[src/rtl/rom_arbiter.sv]
// rom_arbiter: two-port round-robin arbiter in front of the synchronous
// game-sequence ROM. Port 0 is the sequence flasher and port 1 is the answer
// checker. Only one read can be outstanding at a time. Each read waits the
// fixed ROM latency, and its data word goes back only to the port that issued it.
module rom_arbiter #(
  parameter int AW     = 5,
  parameter int DW     = 5,
  parameter int RD_LAT = 2   // edges from address register to q sample, 2..7
) (
  input  logic          clock_i,
  input  logic          rst_i,
  input  logic          req0_i,
  input  logic [AW-1:0] addr0_i,
  output logic          gnt0_o,
  output logic          rvalid0_o,
  output logic [DW-1:0] rdata0_o,
  input  logic          req1_i,
  input  logic [AW-1:0] addr1_i,
  output logic          gnt1_o,
  output logic          rvalid1_o,
  output logic [DW-1:0] rdata1_o,
  output logic [AW-1:0] address_o,
  input  logic [DW-1:0] q_i,
  output logic          busy_o
);

  localparam logic [2:0] LAT = 3'(RD_LAT);

  typedef enum logic [0:0] {
    S_IDLE = 1'b0,
    S_WAIT = 1'b1
  } state_t;

  state_t        state_q, state_d;
  logic [2:0]    cnt_q, cnt_d;
  logic          owner_q, owner_d;
  logic          last_gnt_q, last_gnt_d;
  logic [AW-1:0] address_q, address_d;
  logic          gnt0_q, gnt0_d, gnt1_q, gnt1_d;
  logic          rvalid0_q, rvalid0_d, rvalid1_q, rvalid1_d;
  logic [DW-1:0] rdata0_q, rdata0_d, rdata1_q, rdata1_d;
  logic          busy_q, busy_d;

  logic          complete_s;
  logic          issue_s;
  logic          winner_s;

  // Decode completion, issue point and the round-robin winner
  always_comb begin
    complete_s = (state_q == S_WAIT) && (cnt_q == LAT);
    issue_s    = ((state_q == S_IDLE) || complete_s) && (req0_i || req1_i);
    if (req0_i && req1_i) begin
      winner_s = ~last_gnt_q;          // tie: the port not served last time
    end else if (req1_i) begin
      winner_s = 1'b1;
    end else begin
      winner_s = 1'b0;
    end
  end

  // Next-state logic: latency count, data return, then (possibly) a new issue
  always_comb begin
    state_d    = state_q;
    cnt_d      = cnt_q;
    owner_d    = owner_q;
    last_gnt_d = last_gnt_q;
    address_d  = address_q;
    gnt0_d     = 1'b0;
    gnt1_d     = 1'b0;
    rvalid0_d  = 1'b0;
    rvalid1_d  = 1'b0;
    rdata0_d   = rdata0_q;
    rdata1_d   = rdata1_q;
    busy_d     = busy_q;

    case (state_q)
      S_IDLE: begin
        cnt_d  = 3'd0;
        busy_d = 1'b0;
      end
      S_WAIT: begin
        if (complete_s) begin
          if (owner_q) begin
            rdata1_d  = q_i;
            rvalid1_d = 1'b1;
          end else begin
            rdata0_d  = q_i;
            rvalid0_d = 1'b1;
          end
          // Fall back to idle unless a new read is issued on this same edge
          state_d = S_IDLE;
          cnt_d   = 3'd0;
          busy_d  = 1'b0;
        end else begin
          cnt_d = cnt_q + 3'd1;
        end
      end
      default: begin
        state_d = S_IDLE;
        cnt_d   = 3'd0;
        busy_d  = 1'b0;
      end
    endcase

    if (issue_s) begin
      address_d  = winner_s ? addr1_i : addr0_i;
      owner_d    = winner_s;
      last_gnt_d = winner_s;
      gnt0_d     = ~winner_s;
      gnt1_d     = winner_s;
      busy_d     = 1'b1;
      cnt_d      = 3'd1;
      state_d    = S_WAIT;
    end else begin
      owner_d = owner_q;
    end
  end

  // State and output registers with synchronous reset
  always_ff @(posedge clock_i) begin
    if (rst_i) begin
      state_q    <= S_IDLE;
      cnt_q      <= 3'd0;
      owner_q    <= 1'b0;
      last_gnt_q <= 1'b1;   // port 0 wins the first tie
      address_q  <= '0;
      gnt0_q     <= 1'b0;
      gnt1_q     <= 1'b0;
      rvalid0_q  <= 1'b0;
      rvalid1_q  <= 1'b0;
      rdata0_q   <= '0;
      rdata1_q   <= '0;
      busy_q     <= 1'b0;
    end else begin
      state_q    <= state_d;
      cnt_q      <= cnt_d;
      owner_q    <= owner_d;
      last_gnt_q <= last_gnt_d;
      address_q  <= address_d;
      gnt0_q     <= gnt0_d;
      gnt1_q     <= gnt1_d;
      rvalid0_q  <= rvalid0_d;
      rvalid1_q  <= rvalid1_d;
      rdata0_q   <= rdata0_d;
      rdata1_q   <= rdata1_d;
      busy_q     <= busy_d;
    end
  end

  assign gnt0_o    = gnt0_q;
  assign gnt1_o    = gnt1_q;
  assign rvalid0_o = rvalid0_q;
  assign rvalid1_o = rvalid1_q;
  assign rdata0_o  = rdata0_q;
  assign rdata1_o  = rdata1_q;
  assign address_o = address_q;
  assign busy_o    = busy_q;

endmodule
[config.mk]
export PLATFORM = sky130hd
export DESIGN_NAME = rom_arbiter
export DESIGN_NICKNAME = d
export VERILOG_FILES = /design/src/rtl/rom_arbiter.sv
export SDC_FILE = /design/constraint.sdc
export NUM_CORES = 1
export LEC_CHECK = 0
export CORE_MARGIN = 2
export CORE_UTILIZATION = 37
export CTS_BUF_LIST = sky130_fd_sc_hd__clkbuf_16
export CTS_CLUSTER_DIAMETER = 150
export DETAILED_ROUTE_END_ITERATION = 6
export HOLD_SLACK_MARGIN = 0.1
export PLACE_DENSITY_LB_ADDON = 0.12
export SKIP_CTS_REPAIR_TIMING = 1
export SLEW_MARGIN = 20
export SYNTH_ARGS = -nofsm -noshare
export SYNTH_HDL_FRONTEND = slang
export SYNTH_SLANG_ARGS = --single-unit
[constraint.sdc]
create_clock -name clock_i -period 1.35 [get_ports clock_i]
set_input_delay 0.2025 -clock clock_i [delete_from_list [all_inputs] [get_ports clock_i]]
set_output_delay 0.2025 -clock clock_i [all_outputs]
set_load 0.01 [all_outputs]
==> summary.txt <==
Power and ir drop
  • Leak: 0.903 nW
  • Power density over cell area: 1160 nW/µm²
  • Worst VDD drop: 0.000880 V

Worst setup path
  • CP arrival: 1.50 ns
  • CP max stage delay: 0.32 ns
  • Startpoint Class: flop
  • Setup CP Type: reg2reg
  • Critical path, cell by cell: inv_2 -> ha_4 -> nand2b_4 -> nor3b_4 -> buf_12 -> mux2i_1 -> nor2_1
  • Reg2reg start: cnt_q[0]$_SDFF_PP0_
  • Crit. End Element: flop
  • CP max FO: 6
  • Flop2flop setup slack: -0.004 ns
  • End of the worst register-to-register path: rdata0_o[3]$_SDFFE_PP0P_
  • CP Data Required Time: 1.50 ns
  • Register-to-Register Path Depth: 7
  • Slowest CP cell: dfxtp_2

Floorplan
  • CORE AREA: 2450 µm²
  • Die Wd: 54.7 µm
  • Top-level port count: 39
  • Initial cell density of the core: 0.387
  • Die Area: 2990 µm²
  • Die H: 54.7 µm
  • FP Rows: 18

Outcome
  • Status: finished with violations
  • Failing checks: setup timing

STA
  • RSZ-0062 raised after global routing: true
  • # setup viols final: 1
  • Post-route setup TNS: -0.00421 ns
  • Final hold vios: 0
  • Final period utilization: 1.00
  • Skew final: 0.00193 ns
  • Worst Tran Pin Value: 0.279 ns
  • Final worst slack: -0.00421 ns
  • Fmax: 738 MHz
  • Slew Viols, Final: 0
  • Period minus WS final: 1.35 ns
  • Slew HR: 0.814

Layout
  • Multi-input gate area: 435 µm²
  • Synth-to-layout area growth: 71.5%
  • Register area: 522 µm²
  • Util after Layout: 0.664
  • Share of post-route cells with drive strength above 1: 0.179
  • Antenna Cells: 0
  • Filler Cell Count: 209
  • NumNets Final: 156

Yosys
  • Seq/Total Area, Yosys: 0.548
  • Post-Synthesis Net Count: 106
  • Mapped Avg Cell Area: 11.2 µm²
  • Post-synth top area share: 0.548
  • Syn Inst Count: 85
  • Yosys cell types: 20
  • Top cells by area, synth: dfxtp_1 (55%), mux2i_1 (16%), nor2_1 (5.9%), o2bb2ai_1 (5.5%), ha_1 (2.6%)
  • Yosys reg bits: 26
  • Synth warnings: 0
  • Largest area contributor in the netlist: dfxtp_1
  • Cell area after synthesis: 950 µm²

Placement
  • Port buffer count: 38
  • DP HPWL: 1530 µm
  • Global placer's final weighted congestion: 0.638

Clock network
  • H-Tree Depth: 1
  • Clock Sinks: 26
  • Clock Tree Buf Depth: 2
  • Clock root cell: clkbuf_16
  • Skew-Pair Late Insertion Delay: 0.25 ns
  • CTS clk-pin slew, worst paths: 0.06 ns
  • CTS tree: yes
  • Cts bufs inserted: 3

Job
  • Max cap viols: 0

Detailed routing
  • Initial drt markers: 1
  • Residual DRC: 0
  • Vias per cell: 4.69
  • Final WL: 2140 µm
  • DRT Pass-1 Iters: 2
  • WL per Instance: 13.0 µm
  • Post-route ant nets: 0
  • Detailed-route via count: 769

Global route
  • Largest net degree at the start of global routing: 16
  • GRT Residual Overflow: 0
  • Total track usage: 0.154
  • First-pass GRT wire length: 3240 µm
  • Initial antenna violation count: 0
  • Vias in the first global route: 763

Min path
  • Hold Path Class: reg2reg
  • Hold Path End: address_o[1]$_SDFFE_PP0P_
  • Hold Crit Start: address_o[1]$_SDFFE_PP0P_
  • Hold depth: 1
Yosys cell counts:
master and n:
a21boi_2 1, a21oi_1 2, a2bb2oi_1 1, buf_2 1, clkbuf_1 2, dfxtp_1 26
ha_1 2, inv_1 3, mux2i_1 15, nand2_1 1, nand2b_1 1, nand2b_4 1
nand4b_1 1, nor2_1 15, nor2b_1 1, nor3_1 2, nor3b_4 1, o21a_1 2
o2bb2ai_1 6, xnor2_1 1
critical path: cells and delay by family (launching register included):
kind | cells | cell delay, ns
adder cells (fa/ha/maj) | 1 | 0.15
buffers and inverters | 2 | 0.22
flip-flops | 1 | 0.32
multiplexers | 1 | 0.20
AND/OR/NAND/NOR | 3 | 0.35
registers in the layout, indices dropped and copies added (netlist names):
register / flops
cnt_q: 3
gnt0_o: 1
rvalid1_o: 1
rdata1_o: 5
rvalid0_o: 1
state_q: 1
last_gnt_q: 1
gnt1_o: 1
busy_o: 1
owner_q: 1
address_o: 5
rdata0_o: 5
metrics by stage:
stage                     power, mW  hold WS, ns  instances  cell area, µm²  worst slack, ns
after global placement         1.05        0.450        159            1450          -0.0813
after detailed placement       1.06        0.451        159            1450           -0.179
final                          1.89        0.469        164            1630         -0.00421
after CTS                      1.90        0.478        163            1550          -0.0973
after floorplan               0.922        0.346         85             950          0.00380
after global routing           1.97        0.493        164            1630          -0.0866
logic make-up after synthesis:
kind of cell | share of synthesized area
XOR/XNOR | 0.00922
flip-flops | 0.548
adder cells (fa/ha/maj) | 0.0263
buffers and inverters | 0.0250
AO/OA/AOI/OAI | 0.103
multiplexers | 0.158
AND/OR/NAND/NOR | 0.130
where the power goes:
part	leakage, nW	internal (mW)	switching [mW]
combinational	0.639	0.142	0.0919
clock	0.0511	0.589	0.245
sequential	0.212	0.801	0.0201
how the worst max path moves through the flow:
stage	startpoint	end	depth (start not counted)
floorplan	cnt_q[0]$_SDFF_PP0_	rdata0_o[0]$_SDFFE_PP0P_	6
global placement	req0_i	last_gnt_q$_SDFFE_PP1P_	5
detailed placement	req0_i	last_gnt_q$_SDFFE_PP1P_	5
CTS	cnt_q[0]$_SDFF_PP0_	last_gnt_q$_SDFFE_PP1P_	6
global route	cnt_q[0]$_SDFF_PP0_	rdata0_o[3]$_SDFFE_PP0P_	7
finish	cnt_q[0]$_SDFF_PP0_	rdata0_o[3]$_SDFFE_PP0P_	7
layer usage:
layer	GRT usage	wire length, µm
met4	0.0875	19
met1	0.173	870
met3	0.0328	154
met2	0.266	1100
met5	0	0
layout by cell type (no fill, tap or decap):
master,netlist,final
dfxtp_1,26,25
clkdlybuf4s50_1,0,23
mux2i_1,15,15
dlymetal6s2s_1,0,15
nor2_1,15,14
buf_4,0,8
o2bb2ai_1,6,6
clkbuf_16,0,3
nand2b_4,1,2
a21oi_2,0,2
o21a_1,2,2
nor3_1,2,2
inv_1,3,2
buf_12,0,2
inv_2,0,1
nor3b_4,1,1
nand4b_1,1,1
nand2_1,1,1
nor2_2,0,1
a21boi_2,1,1
xnor2_1,1,1
a2bb2oi_1,1,1
nor2b_1,1,1
ha_4,0,1
ha_1,2,1
bufinv_16,0,1
dfxtp_2,0,1
area by class of cell:
class                      instances  area share
clock inverter                     1      0.0184
timing repair buffer              48       0.318
tap                               30      0.0230
inverter                           3     0.00691
sequential                        26       0.320
multi-input combinational         53       0.267
clock buffer                       3      0.0461
No activity file was read; power rests on OpenSTA's default activity.
